<file path="config.mk">
export PLATFORM = sky130hd
export DESIGN_NAME = bolme
export DESIGN_NICKNAME = d
export VERILOG_FILES = /design/src/rtl/hesap_pkg.sv /design/src/rtl/bolme_adim.sv /design/src/rtl/bolme.sv
export SDC_FILE = /design/constraint.sdc
export NUM_CORES = 1
export LEC_CHECK = 0
export ABC_CLOCK_PERIOD_IN_PS = 4300
export BUFFER_PORTS_ARGS = -buffer_cell sky130_fd_sc_hd__clkbuf_2
export CAP_MARGIN = 10
export CORE_ASPECT_RATIO = 2
export CORE_UTILIZATION = 58
export DETAILED_ROUTE_END_ITERATION = 10
export PLACE_DENSITY = 0.83
export SLEW_MARGIN = 30
export SYNTH_ARGS = -nofsm -noshare
export SYNTH_HDL_FRONTEND = slang
export SYNTH_SLANG_ARGS = --single-unit
</file>
<file path="constraint.sdc">
create_clock -name clk -period 4.3 [get_ports clk]
set_clock_uncertainty 0.2 [all_clocks]
set_input_delay 0.43 -clock clk [delete_from_list [all_inputs] [get_ports clk]]
set_output_delay 0.43 -clock clk [all_outputs]
set_load 0.1 [all_outputs]
</file>
<file path="src/rtl/hesap_pkg.sv">
// Shared calculator datapath definitions: FSM states, default width and
// the all-ones quotient returned on divide-by-zero.
package hesap_pkg;

    typedef enum logic [1:0] {
        BOS   = 2'd0,
        HESAP = 2'd1,
        BITTI = 2'd2
    } durum_t;

    localparam int unsigned VARSAYILAN_GENISLIK = 32;
    localparam int unsigned AZAMI_GENISLIK      = 64;

    // Sliced down to WIDTH by the user.
    localparam logic [AZAMI_GENISLIK-1:0] TUM_BIRLER = '1;

endpackage

</file>
<file path="src/rtl/bolme_adim.sv">
// One restoring shift-subtract step: shift the next dividend bit into the
// partial remainder, subtract the divisor if it fits, report the quotient bit.
module bolme_adim
    import hesap_pkg::*;
#(
    parameter int unsigned WIDTH = VARSAYILAN_GENISLIK
) (
    input  logic [WIDTH:0]   i_kalan,
    input  logic             i_bolunen_msb,
    input  logic [WIDTH-1:0] i_bolen,
    output logic [WIDTH:0]   o_kalan,
    output logic             o_bit
);

    logic [WIDTH+1:0] w_kaydir;
    logic [WIDTH:0]   w_fark;

    // Trial subtraction; the difference only fits when the divisor fits.
    always_comb begin
        w_kaydir = {i_kalan, i_bolunen_msb};
        o_bit    = (w_kaydir >= {2'b00, i_bolen});
        w_fark   = w_kaydir[WIDTH:0] - {1'b0, i_bolen};
        o_kalan  = o_bit ? w_fark : w_kaydir[WIDTH:0];
    end

endmodule

</file>
<file path="src/rtl/bolme.sv">
// Sequential unsigned restoring divider, one quotient bit per clock, with
// busy/done handshake and divide-by-zero flag.
module bolme
    import hesap_pkg::*;
#(
    parameter int unsigned WIDTH = VARSAYILAN_GENISLIK
) (
    input  logic             clk,
    input  logic             rst,
    input  logic             basla,
    input  logic [WIDTH-1:0] bolunen,
    input  logic [WIDTH-1:0] bolen,
    output logic [WIDTH-1:0] bolum,
    output logic [WIDTH-1:0] kalan,
    output logic             mesgul,
    output logic             hazir,
    output logic             sifira_bolme
);

    localparam int unsigned SAYAC_W = $clog2(WIDTH + 1);

    durum_t             r_durum;
    logic [SAYAC_W-1:0] r_sayac;
    logic [WIDTH:0]     r_kalan_ara;
    // Dividend shifts out at the top while quotient bits shift in at the bottom.
    logic [WIDTH-1:0]   r_bolunen;
    logic [WIDTH-1:0]   r_bolen;
    logic [WIDTH-1:0]   r_bolum;
    logic [WIDTH-1:0]   r_kalan;
    logic               r_mesgul;
    logic               r_hazir;
    logic               r_sifir;

    logic [WIDTH:0]     w_sonraki;
    logic               w_bit;

    bolme_adim #(
        .WIDTH (WIDTH)
    ) u_adim (
        .i_kalan       (r_kalan_ara),
        .i_bolunen_msb (r_bolunen[WIDTH-1]),
        .i_bolen       (r_bolen),
        .o_kalan       (w_sonraki),
        .o_bit         (w_bit)
    );

    // Control FSM plus datapath registers; all outputs are registered.
    always_ff @(posedge clk or negedge rst) begin
        if (!rst) begin
            r_durum     <= BOS;
            r_sayac     <= '0;
            r_kalan_ara <= '0;
            r_bolunen   <= '0;
            r_bolen     <= '0;
            r_bolum     <= '0;
            r_kalan     <= '0;
            r_mesgul    <= 1'b0;
            r_hazir     <= 1'b0;
            r_sifir     <= 1'b0;
        end else begin
            unique case (r_durum)
                BOS: begin
                    r_hazir <= 1'b0;
                    if (basla) begin
                        if (bolen != '0) begin
                            r_bolunen   <= bolunen;
                            r_bolen     <= bolen;
                            r_kalan_ara <= '0;
                            r_sayac     <= SAYAC_W'(WIDTH);
                            r_mesgul    <= 1'b1;
                            r_sifir     <= 1'b0;
                            r_durum     <= HESAP;
                        end else begin
                            // Divide-by-zero skips iteration and reports at once.
                            r_bolum <= TUM_BIRLER[WIDTH-1:0];
                            r_kalan <= bolunen;
                            r_sifir <= 1'b1;
                            r_hazir <= 1'b1;
                            r_durum <= BITTI;
                        end
                    end
                end
                HESAP: begin
                    r_kalan_ara <= w_sonraki;
                    r_bolunen   <= {r_bolunen[WIDTH-2:0], w_bit};
                    r_sayac     <= r_sayac - SAYAC_W'(1);
                    if (r_sayac == SAYAC_W'(1)) begin
                        r_bolum  <= {r_bolunen[WIDTH-2:0], w_bit};
                        r_kalan  <= w_sonraki[WIDTH-1:0];
                        r_mesgul <= 1'b0;
                        r_hazir  <= 1'b1;
                        r_durum  <= BITTI;
                    end
                end
                BITTI: begin
                    r_hazir <= 1'b0;
                    r_durum <= BOS;
                end
                default: begin
                    r_durum <= BOS;
                end
            endcase
        end
    end

    assign bolum        = r_bolum;
    assign kalan        = r_kalan;
    assign mesgul       = r_mesgul;
    assign hazir        = r_hazir;
    assign sifira_bolme = r_sifir;

endmodule

</file>
Word-level counts from Yosys, hierarchy flattened
Cells that the tools add are included.
{"block": "op_classes", "eq_ne": 7, "muxes": 30, "n_reduce_logical": 11, "add_sub_neg": 2, "order_cmp": 1}
{"operator": "$mux 32", "count": 8}
{"operator": "$pmux 32 s2", "count": 3}
{"operator": "$mux 33", "count": 3}
{"operator": "$pmux 33 s2", "count": 1}
{"operator": "$ge 34x32->1", "count": 1}
{"operator": "$sub 33x32->33", "count": 1}
{"operator": "$reduce_bool 32->1", "count": 1}
{"operator": "$mux 6", "count": 2}
{"operator": "$pmux 6 s2", "count": 1}
{"operator": "$ne 2x2->1 const B", "count": 4}
{"operator": "$reduce_and 4->1", "count": 2}
{"operator": "$eq 6x1->1 const B", "count": 1}
{"operator": "$mux 1", "count": 6}
{"operator": "$mux 2", "count": 3}
{"operator": "$reduce_and 2->1", "count": 3}
{"operator": "$reduce_and 3->1", "count": 2}
{"operator": "$sub 6x1->6 const B", "count": 1}
{"operator": "$pmux 2 s2", "count": 1}
{"operator": "$pmux 1 s3", "count": 1}
{"operator": "$reduce_bool 3->1", "count": 1}
{"operator": "$eq 2x1->1 const B", "count": 1}
{"operator": "$eq 2x2->1 const B", "count": 1}
{"operator": "$logic_not 2->1", "count": 1}
{"operator": "$pmux 1 s2", "count": 1}
{"operator": "$reduce_bool 2->1", "count": 1}
{"block": "totals", "register_bits": 172, "elab_cells": 61}

Logic depth before layout (Yosys ltp)
{"block": "depth", "word_depth": 4, "ltp_mapped": 15}

Cells and area by module
From an unflattened synthesis, not the netlist that was laid out.
{"block": "hier_totals", "cells_unflattened": 991, "area_unflattened_um2": 9857.0}
{"mod": "bolme", "instances": 1, "cells_per_inst": 645, "area_per_inst_um2": 7666.1, "seq_area_each_um2": 4304.1}
{"mod": "bolme_adim", "instances": 1, "cells_per_inst": 346, "area_per_inst_um2": 2190.9, "seq_area_each_um2": 0.0}

Worst setup path after synthesis
Ideal clock, no wire load.
{"block": "synth_path", "path_type": "reg-to-reg", "start": "reg r_bolunen[31]", "end": "reg r_kalan_ara[11]", "n_path_buf": 1, "stages_incl_launch_ff": 15, "synth_period_minus_slack_ps": 3248, "slack_ps": 1052, "t_arrival_ps": 2923, "path_cell_list": "dfrtp_1 inv_1 ha_1 inv_1 fa_1 a211oi_2 nor2_1 o31ai_1 and3_2 o31ai_4 or2_1 buf_6 mux2_4 and2_0 mux2_4"}
{"block": "synth_between", "elab_chain_cells": 3, "word_cells_on_any_way": 4, "cone_classes": "add/sub: 1; order compare: 1; mux: 2"}
{"item": "start: declaration", "line_no": "bolme.sv:26", "source": "logic [WIDTH-1:0] r_bolunen;"}
{"item": "start signal: assignment", "line_no": "bolme.sv:66", "source": "r_bolunen <= bolunen;"}
{"item": "start signal: assignment", "line_no": "bolme.sv:85", "source": "r_bolunen <= {r_bolunen[WIDTH-2:0], w_bit};"}
{"item": "$sub 33x32->33 or $ge 34x32->1 (tied branches)", "line_no": "bolme_adim.sv:22, bolme_adim.sv:21"}
{"item": "$mux 33 (*)", "line_no": "bolme_adim.sv:23", "source": "o_kalan = o_bit ? w_fark : w_kaydir[WIDTH:0];"}
{"item": "$pmux 33 s2 (*)", "line_no": "bolme.sv:61", "source": "unique case (r_durum)"}
{"item": "end signal: assignment", "line_no": "bolme.sv:84", "source": "r_kalan_ara <= w_sonraki;"}
{"item": "end: declaration", "line_no": "bolme.sv:24", "source": "logic [WIDTH:0] r_kalan_ara;"}
Every way passes the cells marked *; elsewhere a longest branch is shown, timed or not.
A chain may end at the register's enable or synchronous reset.

Worst setup path in the final report
{"block": "layout_path", "start": "reg r_bolunen[31]", "end": "reg r_kalan[27], in the netlist kalan[27]"}
{"block": "layout_between", "elab_chain_cells": 4, "word_cells_on_any_way": 5, "cone_classes": "add/sub: 1; order compare: 1; mux: 3"}
{"item": "$sub 33x32->33 or $ge 34x32->1 (tied branches)", "line_no": "bolme_adim.sv:22, bolme_adim.sv:21"}
{"item": "$mux 33 (*)", "line_no": "bolme_adim.sv:23"}
{"item": "$mux 32 (*)", "line_no": "bolme.sv:87", "source": "if (r_sayac == SAYAC_W'(1)) begin"}
{"item": "$pmux 32 s2 (*)", "line_no": "bolme.sv:61"}
{"item": "end signal: assignment", "line_no": "bolme.sv:76", "source": "r_kalan <= bolunen;"}
{"item": "end signal: assignment", "line_no": "bolme.sv:89", "source": "r_kalan <= w_sonraki[WIDTH-1:0];"}
{"item": "end: declaration", "line_no": "bolme.sv:29", "source": "logic [WIDTH-1:0] r_kalan;"}
Every way passes the cells marked *; elsewhere a longest branch is shown, timed or not. The select of a mux whose other input is x is not followed.

==> flow_metrics.py <==
metrics = {
    "setup_path": {
        "critPathTopFamily": "simple AND/OR/NAND/NOR gates",
        "crit_path_start_kind": "register",
        "critPathSlowestCell": "fa_1",
        "cp.required_ns": 4.47,
        "worstPathCellList": "inv_1 -> ha_1 -> inv_1 -> fa_1 -> a211oi_2 -> nor2_1 -> o31ai_1 -> and3_2 -> o31ai_4 -> nor2_1 -> buf_4 -> nor4b_1 -> nor3_1 -> a221o_1",
        "max_stage_delay_ns": 0.43,
        "path_buf_inv": 3,
        "endpoint_kind": "register",
        "crit_fanout": 7,
        "arrival_ns": 3.92,
        "crit_type": "reg2reg",
    },
    "job": {
        "maxCapViolations": 0,
    },
    "layout": {
        "nets": 1194,
        "multiInputGateArea_um2": 4730,
        "regArea_um2": 4300,
        "mostFrequentLayoutCells": "172 x dfrtp_1, 132 x clkbuf_2, 121 x nand2_1",
        "n_antenna_cell": 0,
        "drive_gt1_share_pct": 20.7,
        "fillers": 1309,
        "synthToLayoutAreaGrowth_pct": 14.9,
        "final_common_cell": "dfrtp_1",
    },
    "timing": {
        "tightestPinTransition_ns": 0.830,
        "rsz0062_at_grt": "false",
        "final-hold-violation-count": 0,
        "finalSetupViolCount": 0,
        "tns_ns": 0,
        "period_minus_slack_ns": 3.75,
        "max_freq_mhz": 266,
        "fin_crit_sh_pct": 87.3,
        "slew_headroom_pct": 44.7,
        "drv_slew": 0,
    },
    "floorplanning": {
        "start_util_pct": 59.5,
        "ios": 134,
        "rows": 65,
        "die_y_um": 182,
        "die_x_um": 92.2,
        "die_area_um2": 16800,
        "core_um2": 15900,
    },
    "grt": {
        "grt_max_degree": 94,
        "grt_pass1_vias": 8035,
        "antenna_found_initial": 0,
        "grt_pass1_wl_um": 41400,
        "grt-ovfl-total": 0,
        "grt_use_total_pct": 32.0,
    },
    "logic_synthesis": {
        "yosysWarnings": 0,
        "synth-async-reset-ratio_pct": 100,
        "syn_area_um2": 9440,
        "synthCells": 973,
        "ys_seq_area_share_pct": 45.6,
        "synth.distinct_cells": 60,
        "syn_nets": 1078,
        "syn_area_per_cell_um2": 9.70,
        "ys_ff_latch": 172,
        "synth_edf_count": 0,
        "synthFlopType": "dfrtp_1",
    },
    "route": {
        "drc": 0,
        "drtIter0Drc": 608,
        "wl_per_cell_um": 19.8,
        "drtPass1Iterations": 9,
        "postRouteAntennaNets": 0,
        "vias_per_cell": 6.22,
        "wl_um": 25800,
        "vias": 8100,
    },
    "placement": {
        "place_hpwl_um": 19400,
        "numPortBuffers": 133,
        "place.gp.congestion": 0.973,
    },
    "clock_network": {
        "htreeDepth": 4,
        "cts_num_sinks": 172,
        "clk_pin_slew_ns": 0.07,
        "cts_resized": 0,
        "cts_buffers": 17,
        "clock_latency_ns": 0.44,
        "root_buffer": "clkbuf_16",
        "cts_buffer_depth": 2,
        "cts_tree": "built",
        "post_cts_buffers": 0,
    },
    "status": {
        "status": "finished clean",
    },
    "worst_hold_path": {
        "min_path_type": "in2reg",
    },
}
==> kinds of logic (layout without fill, tap and decap cells) <==
family | count (synthesis) | after routing | synth area share, %
compound gates | 283 | 283 | 20.0
xor+xnor | 28 | 28 | 2.60
fa+ha+maj | 38 | 38 | 5.11
buf+inv | 98 | 226 | 4.40
flops | 172 | 172 | 45.6
mux | 81 | 81 | 9.18
simple gates | 273 | 273 | 13.1
==> per-stage QoR <==
stage | utilization, % | instance area, µm² | std cells | hold slack [ns] | setup WS [ns]
floorplan | - | 9440 | 973 | -0.0656 | 1.05
global placement | 64.6 | 10300 | 1270 | 0.279 | 0.610
detailed placement | 64.6 | 10300 | 1270 | 0.289 | 0.701
CTS | 68.4 | 10900 | 1302 | 0.0407 | 0.571
global route | 68.4 | 10900 | 1302 | 0.0348 | 0.262
finish | 68.4 | 10900 | 1302 | 0.0423 | 0.546
==> synthesized netlist by cell type (3+ instances only) <==
cell type | count | area, µm²
a211oi_1 | 5 | 37.5
a21o_1 | 32 | 240
a21oi_1 | 53 | 265
a22o_1 | 6 | 52.6
a2bb2oi_1 | 3 | 26.3
a31oi_1 | 20 | 125
and2_1 | 5 | 31.3
and3_1 | 13 | 81.3
buf_1 | 7 | 26.3
buf_2 | 20 | 100
clkbuf_1 | 22 | 82.6
dfrtp_1 | 172 | 4300
ha_1 | 37 | 463
inv_1 | 45 | 169
mux2_2 | 37 | 417
mux2i_1 | 42 | 420
nand2_1 | 121 | 454
nand3_1 | 9 | 45.0
nand4_1 | 5 | 31.3
nor2_1 | 63 | 236
nor2b_1 | 4 | 25.0
nor3_1 | 16 | 80.1
nor3b_1 | 3 | 22.5
nor4_1 | 12 | 75.1
o211ai_1 | 5 | 37.5
o21a_1 | 4 | 30.0
o21ai_0 | 69 | 345
o21ai_1 | 4 | 20.0
o21bai_1 | 6 | 45.0
o22a_1 | 41 | 359
o31ai_1 | 19 | 143
or3_1 | 9 | 56.3
xnor2_1 | 17 | 149
xor2_1 | 11 | 96.3
==> worst reg2reg max path: stages, from the launching register on <==
cell	delay, ns
dfrtp_1	0.40
inv_1	0.06
ha_1	0.15
inv_1	0.05
fa_1	0.43
a211oi_2	0.30
nor2_1	0.11
o31ai_1	0.27
and3_2	0.30
o31ai_4	0.10
nor2_1	0.42
buf_4	0.27
nor4b_1	0.08
nor3_1	0.34
a221o_1	0.21
==> path summary, 6_finish.rpt <==
kind / start / to / slack (ns) / cells past startpoint
setup / recovery: r_bolunen[31]$_DFFE_PN0P_ / kalan[27]$_DFFE_PN0P_ / 0.55 / 14
hold / removal: bolen[6] / r_bolen[6]$_DFFE_PN0P_ / 0.04 / 2
setup reg to reg: r_bolunen[31]$_DFFE_PN0P_ / kalan[27]$_DFFE_PN0P_ / 0.55 / 14
hold reg to reg: kalan[22]$_DFFE_PN0P_ / kalan[22]$_DFFE_PN0P_ / 0.30 / 2
max in group asynchronous: rst / bolum[5]$_DFFE_PN0P_ / 2.51 / 3
min in group asynchronous: rst / r_bolen[22]$_DFFE_PN0P_ / 0.42 / 2
==> layer usage <==
metal  vias up  wire (µm)  GRT usage (%)
met5         -          0              0
met3        87       1040           4.88
met2       327      13700           56.3
met4         0       1410           18.1
met1      3968       9630           36.5
li1       3718          -              -
==> flip-flops by register name, summed over array words and instances (netlist names) <==
signal	count
bolum	32
r_bolunen	32
r_kalan_ara	33
r_bolen	32
kalan	32
hazir	1
mesgul	1
r_sayac	6
sifira_bolme	1
r_durum	2
==> what timing repair did <==
| action | CTS | global route |
|---|---|---|
| endpoints found under the setup margin | 0 | 0 |
| hold buffers | 1 | 0 |
| endpoints found under the hold margin | 90 | 0 |
==> area by class of cell <==
| type | count | share of cell area, % |
|---|---|---|
| multi-input cells | 703 | 43.6 |
| flip-flops and latches | 172 | 39.7 |
| repair buffers | 150 | 7.39 |
| clock buffers | 19 | 4.17 |
| well taps | 201 | 2.32 |
| inverters | 45 | 1.56 |
| clock inverters | 12 | 1.26 |
Power is left out: the tool's default activity adds up to more than one toggle a clock period on the data nets, which glitch-free logic cannot reach.
